`config.mk`:
```
export PLATFORM = sky130hd
export DESIGN_NAME = omr_grading_controller
export DESIGN_NICKNAME = d
export VERILOG_FILES = /design/src/rtl/omr_grading_controller.sv
export SDC_FILE = /design/constraint.sdc
export NUM_CORES = 1
export LEC_CHECK = 0
export ABC_AREA = 1
export BUFFER_PORTS_ARGS = -buffer_cell sky130_fd_sc_hd__buf_4
export CAP_MARGIN = 10
export CELL_PAD_IN_SITES_DETAIL_PLACEMENT = 1
export CELL_PAD_IN_SITES_GLOBAL_PLACEMENT = 2
export CORE_MARGIN = 2
export CORE_UTILIZATION = 29
export CTS_BUF_LIST = sky130_fd_sc_hd__clkbuf_8
export CTS_CLUSTER_DIAMETER = 150
export CTS_CLUSTER_SIZE = 10
export DETAILED_ROUTE_END_ITERATION = 6
export PLACE_DENSITY = 0.88
export SLEW_MARGIN = 0
export SYNTH_ARGS = -nofsm -noshare
export SYNTH_HDL_FRONTEND = slang
export SYNTH_SLANG_ARGS = --single-unit
```
`constraint.sdc`:
```
create_clock -name clk -period 1.4 [get_ports clk]
set_input_delay 0.07 -clock clk [delete_from_list [all_inputs] [get_ports clk]]
set_output_delay 0.07 -clock clk [all_outputs]
set_load 0.02 [all_outputs]
```
`src/rtl/omr_grading_controller.sv`:
```
// Sequential OMR grading engine: one question graded per clock between two valid/ready handshakes.
// Define OMR_NEG_MARKING_EN to report score as correct minus wrong, saturated at zero.
module omr_grading_controller #(
  parameter int unsigned NUM_Q = 10,
  parameter int unsigned OPT_W = 4
) (
  input  logic                   clk,
  input  logic                   reset,
  input  logic                   key_wr,
  input  logic [NUM_Q*OPT_W-1:0] correct_answers,
  input  logic                   sheet_valid,
  output logic                   sheet_ready,
  input  logic [NUM_Q*OPT_W-1:0] student_answers,
  output logic                   res_valid,
  input  logic                   res_ready,
  output logic [3:0]             score,
  output logic [3:0]             score_neg,
  output logic [3:0]             blank_cnt,
  output logic                   key_err,
  output logic [7:0]             sheet_cnt
);

  localparam int unsigned W = NUM_Q * OPT_W;
  localparam logic [3:0] LastQ = 4'(NUM_Q - 1);

  typedef enum logic [1:0] {StIdle, StScan, StDone} state_e;

  state_e         state;
  logic [W-1:0]   key_reg;
  logic [W-1:0]   stud_sh;
  logic [W-1:0]   key_sh;
  logic [3:0]     q_idx;
  logic [3:0]     n_correct;

  logic [OPT_W-1:0] s_nib;
  logic [OPT_W-1:0] k_nib;
  logic             is_blank;
  logic             is_correct;
  logic [3:0]       correct_nx;
  logic [3:0]       wrong_nx;
  logic [3:0]       blank_nx;
  logic [3:0]       score_nx;

  // Both sheets shift down one question per cycle, so the current question is always the low nibble.
  always_comb begin
    s_nib      = stud_sh[OPT_W-1:0];
    k_nib      = key_sh[OPT_W-1:0];
    is_blank   = (s_nib == '0);
    is_correct = !is_blank && ((s_nib & (s_nib - OPT_W'(1))) == '0) && (s_nib == k_nib);
    correct_nx = n_correct + 4'(is_correct);
    wrong_nx   = score_neg + 4'(!is_blank && !is_correct);
    blank_nx   = blank_cnt + 4'(is_blank);
`ifdef OMR_NEG_MARKING_EN
    score_nx   = (correct_nx > wrong_nx) ? (correct_nx - wrong_nx) : 4'd0;
`else
    score_nx   = correct_nx;
`endif
  end

  always_ff @(posedge clk) begin
    if (reset) begin
      state       <= StIdle;
      key_reg     <= '0;
      stud_sh     <= '0;
      key_sh      <= '0;
      q_idx       <= '0;
      n_correct   <= '0;
      sheet_ready <= 1'b1;
      res_valid   <= 1'b0;
      score       <= '0;
      score_neg   <= '0;
      blank_cnt   <= '0;
      key_err     <= 1'b0;
      sheet_cnt   <= '0;
    end else begin
      case (state)
        StIdle: begin
          if (key_wr) key_reg <= correct_answers;
          if (sheet_valid) begin
            stud_sh     <= student_answers;
            // A key written in the acceptance cycle grades this sheet.
            key_sh      <= key_wr ? correct_answers : key_reg;
            q_idx       <= '0;
            n_correct   <= '0;
            score       <= '0;
            score_neg   <= '0;
            blank_cnt   <= '0;
            sheet_ready <= 1'b0;
            state       <= StScan;
          end
        end
        StScan: begin
          if (key_wr) key_err <= 1'b1;
          stud_sh   <= stud_sh >> OPT_W;
          key_sh    <= key_sh >> OPT_W;
          n_correct <= correct_nx;
          score_neg <= wrong_nx;
          blank_cnt <= blank_nx;
          score     <= score_nx;
          q_idx     <= q_idx + 4'd1;
          if (q_idx == LastQ) begin
            res_valid <= 1'b1;
            state     <= StDone;
          end
        end
        StDone: begin
          if (key_wr) key_err <= 1'b1;
          if (res_ready) begin
            res_valid   <= 1'b0;
            sheet_ready <= 1'b1;
            sheet_cnt   <= sheet_cnt + 8'd1;
            state       <= StIdle;
          end
        end
        default: state <= StIdle;
      endcase
    end
  end

endmodule

```
Word level (Yosys, flattened, before mapping)
Cells that the tools add are included.
{"block": "word_totals", "register_bits": 149, "latch_bits": 0, "ram_bits": 0, "romBits": 0, "out_inout_bits": 23, "word_cells": 64, "mem_count": 0}
{"block": "classes", "add_sub_neg": 6, "n_mul": 0, "div": 0, "n_lt_le_gt_ge": 0, "eq_ne": 7, "n_shift": 0, "n_mux": 20, "bitwise_logic": 1, "reduce_logical": 18}
{"op": "one-hot mux 40 bit (2 select lines)", "n": 2}
{"op": "two-way mux 40 bit", "n": 3}
{"op": "one-hot mux 4 bit (2 select lines)", "n": 4}
{"op": "adder 4 x 1 -> 4 bit", "n": 3}
{"op": "AND reduction 3 bit", "n": 3}
{"op": "adder 8 x 1 -> 8 bit, second input constant", "n": 1}
{"op": "zero test 4 bit", "n": 2}
{"op": "two-way mux 2 bit", "n": 3}
{"op": "inequality test 2 bit, second input constant", "n": 3}
{"op": "one-hot mux 2 bit (3 select lines)", "n": 1}
{"op": "AND reduction 2 bit", "n": 3}
{"op": "nonzero test 2 bit", "n": 3}
{"op": "adder 4 x 1 -> 4 bit, second input constant", "n": 1}
{"op": "AND 4 bit", "n": 1}
{"op": "== test 4 bit", "n": 1}
{"op": "== test 4 bit, second input constant", "n": 1}
{"op": "two-way mux 1 bit", "n": 4}
{"op": "two-way mux 4 bit", "n": 1}
{"op": "one-hot mux 1 bit (2 select lines)", "n": 2}
{"op": "subtractor 4 x 1 -> 4 bit, second input constant", "n": 1}
{"op": "logical AND 1 bit", "n": 3}
{"op": "== test 2 x 1 -> 1 bit, second input constant", "n": 1}
{"op": "== test 2 bit, second input constant", "n": 1}
{"op": "zero test 1 bit", "n": 2}
{"op": "2 further kinds", "n": 2}

Logic depth before layout (Yosys ltp)
{"block": "logic_depth", "word_depth": 9, "depth_mapped": 11, "ltp_nobuf": 11}

Worst setup path before layout
No wires, ideal clock.
{"block": "synth_timing", "path_kind": "reg2reg", "from": "reg state[0]", "to": "reg score_neg[2]", "setup_ps": 115, "t_arrival_ps": 1306, "required_time_ps": 1285, "setup_slack_ps": -21, "stages_incl_launch_ff": 11, "path_buffers": 2, "synth_period_minus_slack_ps": 1421, "cell_sequence": "dfxtp_1 > inv_1 > ha_1 > inv_2 > nand2_2 > nand2_4 > buf_6 > buf_4 > nand3_1 > nand2_1 > nor2_1"}
{"block": "synth_via", "elab_chain_len": 3}
{"element": "start, declared", "line_no": "28", "text": "state_e state;"}
{"element": "start signal, assigned", "line_no": "62", "text": "state <= StIdle;"}
{"element": "start signal, assigned", "line_no": "89", "text": "state <= StScan;"}
{"element": "start signal, assigned", "line_no": "103", "text": "state <= StDone;"}
{"element": "== test 2 x 1 -> 1 bit / zero test 2 bit (equally long branches)", "line_no": "76", "text": "case (state)"}
{"element": "nonzero test 2 bit (no line) / inequality test 2 bit (equally long branches)"}
{"element": "AND reduction 2 bit (no line)"}
{"element": "end signal, assigned", "line_no": "97", "text": "score_neg <= wrong_nx;"}
{"element": "end, declared", "line_no": "17", "text": "output logic [3:0] score_neg,"}
Parallel ways exist; a longest one is shown, timed or not.
A chain may end at the register's enable or synchronous reset.

Final worst setup path
{"block": "layout_timing", "from": "reg stud_sh[1]", "to": "reg score_neg[1]"}
{"block": "layout_via", "elab_chain_len": 9}
{"element": "start, declared", "line_no": "30", "text": "logic [W-1:0] stud_sh;"}
{"element": "start signal, assigned", "line_no": "80", "text": "stud_sh <= student_answers;"}
{"element": "start signal, assigned", "line_no": "94", "text": "stud_sh <= stud_sh >> OPT_W;"}
{"element": "subtractor 4 x 1 -> 4 bit", "line_no": "49", "text": "is_correct = !is_blank && ((s_nib & (s_nib - OPT_W'(1))) == '0) && (s_nib == k_nib);"}
{"element": "AND 4 bit", "line_no": "49"}
{"element": "zero test 4 bit", "line_no": "49"}
{"element": "logical AND 1 bit (2 in series)", "line_no": "49"}
{"element": "zero test 1 bit", "line_no": "51", "text": "wrong_nx = score_neg + 4'(!is_blank && !is_correct);"}
{"element": "logical AND 1 bit *", "line_no": "51"}
{"element": "adder 4 x 1 -> 4 bit *", "line_no": "51"}
{"element": "one-hot mux 4 bit (2 select lines) *", "line_no": "76"}
Mark *: on every way between the ends. The rest lies on a longest branch, timed or not.

==> summary.md <==
The run finished, with violations left. The final reports fail on setup timing. The clock network latency to the later pin of the worst-skew pair was 470 ps; the critical path required time was 1790 ps.

For the final-stage net count, the log shows 1270. The die width came out at 156 µm. The die area is 24300 µm². The cell family contributing the most delay on the critical path is adder cells. Once the floorplan was initialized, standard cells occupied 29.6% of the core.

The via count of the first global-routing pass is 7325. The unique cell type count in the Yosys netlist was 29; the number of buffers created by CTS was 17. In the layout the commonest cells are sky130_fd_sc_hd__nand2_1 (233), sky130_fd_sc_hd__dfxtp_1 (142), sky130_fd_sc_hd__buf_4 (121). For the number of ports placed on the die boundary, the log shows 108. The largest family of logic cells by synthesized area is compound AO/OA/AOI/OAI gates. The routed wire length was 29600 µm; the mapped cell area was 6690 µm².

The synthesized design contains 149 register bits. The initialized floorplan defines 55 standard-cell rows. For this design the ratio of total power to cell area is 1230 nW/µm².

Of the total synthesized cell area, the portion taken by AND, OR, NAND and NOR gates is 18.1%. Setup violations remaining at the end of the flow were counted as 127. The total global routing track utilization is 19.1%, and the share of cells above drive strength 1 is 38.4%. Of the total synthesized cell area, the portion taken by full adders, half adders and majority gates is 2.24%. The post-synthesis sequential area ratio was 44.6%; the residual overflow from global routing was 0. The finished layout holds 1469 standard cells, fillers aside. The y dimension of the die is 156 µm. CTS placed an instance of sky130_fd_sc_hd__clkbuf_8 at the clock tree root. For the worst-case vdd ir drop, the log shows 0.720 mV. The number of max-slew violations in the final report was 0; the buffer and inverter count on the worst path was 1.

The routed layout has 7505 vias. By area the synthesized netlist is led by sky130_fd_sc_hd__dfxtp_1 (45%), sky130_fd_sc_hd__nand2_1 (15%), sky130_fd_sc_hd__o21ai_0 (12%), sky130_fd_sc_hd__a31oi_1 (6.7%), sky130_fd_sc_hd__inv_1 (6.0%). The count of input and output buffers was 107; the final hold violation count was 0. Dividing the synthesized area by the synthesized cell count gives 7.05 µm². Leaving out fill and tap cells, the most frequent cell in the layout is sky130_fd_sc_hd__nand2_1. The analysis attributes to cell leakage a power of 0.00482 µW. The worst-case clock buffer depth is 2, and the placer congestion estimate is 0.783. The compound-gate portion of the synthesized area was 24.3%; the CTS sink count was 149.

Summing the areas of all xor and xnor instances in the mapped netlist gives 0.262% of the synthesized area. The critical path in this run is classified as register to register. For this design, the slowest cell found on the critical path is sky130_fd_sc_hd__dfxtp_4. For the pin with the worst max-slew slack, the measured transition is 905 ps. The worst pin sits at a relative slew slack of 39.7%. The clock skew after layout is 10.6 ps, and the share of cell area taken by muxes after synthesis is 0%. The number of nets in the synthesized netlist is 1046.

The worst setup slack after layout was -330 ps. The kind of start point of the critical path is a register. Along the worst path, the maximum fanout reaches 4. The clock tree synthesis step divided the H-tree into 4 levels. The biggest area contributor in the post-synthesis netlist is sky130_fd_sc_hd__dfxtp_1. The number of vias per cell was 5.11; the gate count after technology mapping was 949. The detailed-router iteration count before antenna repair was 5; the area growth from synthesis to layout was 76.6%. TritonCTS built the clock tree. Setup repair after global routing could not meet its margin everywhere. The arrival time of data at the critical path endpoint came out at 2120 ps.

Static timing analysis puts the maximum clock frequency at 578 MHz. The run gives 47 as the largest net degree at the start of global routing. The wire length of the first global-routing pass was 37100 µm. 0 antenna diodes ended up in the layout. The type of element capturing the critical path is a register. The number of placed instances, taps included, is 1313. The tools report the number of antenna violations at the first check in global routing as 0. Traced cell by cell, the critical path runs through inv_2 -> nand2_1 -> o21ai_1 -> nand2_1 -> nor2_4 -> a21oi_2 -> ha_4 -> ha_4 -> nand2_2 -> a21oi_2. The delay of the slowest critical-path stage is 380 ps, and the routed length per placed instance is 20.1 µm. After the first detailed-routing iteration, the DRC count stood at 420.

Measured on the finished design, the core utilization comes to 52.2%. The portion of the clock cycle consumed by the worst path in the final layout is 124%. The core region is 22600 µm². In the routed design, unresolved DRC markers number 0. After filler insertion, the fill cell instance count of the layout stands at 2545.

The smallest clock period supported by the final layout is computed as 1730 ps. For this run, the number of Yosys warnings is 0. Max-cap violations in this run came to 0.

The min-delay analysis places its worst path in the category input pin to register. After clock tree synthesis, the clock-pin slew on the worst setup and hold paths is 90 ps. Summed over its instances, the top area cell type makes up 44.6% of the synthesized netlist area. The tools report the detailed-placement wirelength estimate as 13100 µm.

For the remaining number of nets flagged by the antenna check after routing, the log shows 0.
[where the power goes]
| part | internal, µW | total (µW) | switching (µW) |
|---|---|---|---|
| registers | 4810 | 5220 | 411 |
| clock network | 2000 | 3760 | 1760 |
| logic | 2550 | 5520 | 2970 |
| total | 9360 | 14500 | 5140 |
[cell families after synthesis]
group | after synthesis
XOR/XNOR | 2
AO/OA/AOI/OAI | 304
AND/OR/NAND/NOR | 306
flip-flops | 149
adder cells (fa/ha/maj) | 12
buffers and inverters | 176
[synth_stat cells]
| cell | number |
|---|---|
| sky130_fd_sc_hd__dfxtp_1 | 149 |
| sky130_fd_sc_hd__nor2_1 | 20 |
| sky130_fd_sc_hd__xnor2_1 | 1 |
| sky130_fd_sc_hd__buf_2 | 16 |
| sky130_fd_sc_hd__o21ai_0 | 158 |
| sky130_fd_sc_hd__buf_1 | 3 |
| sky130_fd_sc_hd__nand3_1 | 11 |
| sky130_fd_sc_hd__ha_1 | 12 |
| sky130_fd_sc_hd__clkbuf_1 | 42 |
| sky130_fd_sc_hd__nand2_4 | 1 |
| sky130_fd_sc_hd__o21bai_1 | 1 |
| sky130_fd_sc_hd__inv_1 | 107 |
| sky130_fd_sc_hd__a21oi_1 | 71 |
| sky130_fd_sc_hd__o22ai_2 | 1 |
| sky130_fd_sc_hd__a31oi_1 | 72 |
| sky130_fd_sc_hd__nand2_1 | 259 |
| sky130_fd_sc_hd__nor3_1 | 1 |
| sky130_fd_sc_hd__nand3b_1 | 5 |
| sky130_fd_sc_hd__nand4_1 | 3 |
| sky130_fd_sc_hd__nor2_2 | 1 |
| sky130_fd_sc_hd__buf_4 | 3 |
| sky130_fd_sc_hd__and2_1 | 1 |
| sky130_fd_sc_hd__clkinv_1 | 1 |
| sky130_fd_sc_hd__and3_1 | 3 |
| sky130_fd_sc_hd__xor2_1 | 1 |
| sky130_fd_sc_hd__inv_2 | 2 |
| sky130_fd_sc_hd__nand2_2 | 1 |
| sky130_fd_sc_hd__o211ai_1 | 1 |
| sky130_fd_sc_hd__buf_6 | 2 |
[worst paths after layout]
| kind | start | end | slack (ps) | cells past startpoint |
|---|---|---|---|---|
| worst max-delay path | stud_sh[1]$_SDFFE_PP0P_ | score_neg[1]$_SDFFE_PP0P_ | -330 | 10 |
| worst min-delay path | correct_answers[38] | key_reg[38]$_SDFFE_PP0P_ | 80 | 5 |
| worst max register to register | stud_sh[1]$_SDFFE_PP0P_ | score_neg[1]$_SDFFE_PP0P_ | -330 | 10 |
| worst min register to register | sheet_ready$_SDFFE_PP1P_ | sheet_ready$_SDFFE_PP1P_ | 490 | 2 |
[metrics by stage]
step / setup TNS [ps] / area, µm² / worst slack (ps) / hold WS (ps) / power [µW]
2_1_floorplan: -0.863 / 6700 / -0.607 / 218 / 6740
6_report: -12190 / 11800 / -330 / 79.6 / 14500
3_3_place_gp: -751 / 8000 / -118 / 344 / 7690
5_1_grt: -18600 / 11800 / -347 / 63.1 / 15100
3_5_place_dp: -4320 / 8000 / -181 / 348 / 7770
4_1_cts: -1310 / 9910 / -127 / 0.133 / 12400
[worst min-delay path: cells and delay by family]
kind	cells	cell delay (ps)
buf+inv	2	140
compound gates	2	230
simple gates	1	80
[per-layer routing]
layer,up-vias,part of all wire (%),track usage [%]
met5,-,0,0
met4,0,2.7,6.77
li1,3580,-,-
met3,60,2.8,3.25
met1,3714,41,23.1
met2,151,53,34.0
[final cells by class]
type / count / area, µm² / area share, %
inverters: 110 / 435 / 3.68
clock inverters: 11 / 161 / 1.37
well taps: 285 / 357 / 3.02
repair buffers: 269 / 3040 / 25.7
multi-input cells: 626 / 4570 / 38.6
flip-flops and latches: 149 / 3000 / 25.4
clock buffers: 19 / 262 / 2.21
[timing repair]
item / in CTS / in global routing
buffers inserted: 6 / 13
resized for setup: 120 / 337
endpoints found under the hold margin: 87 / 0
hold buffers: 81 / 0
setup endpoints to repair: 113 / 139
gates cloned: 11 / 23
pin swaps: 20 / 70
Power figures use the tool's default switching activity.
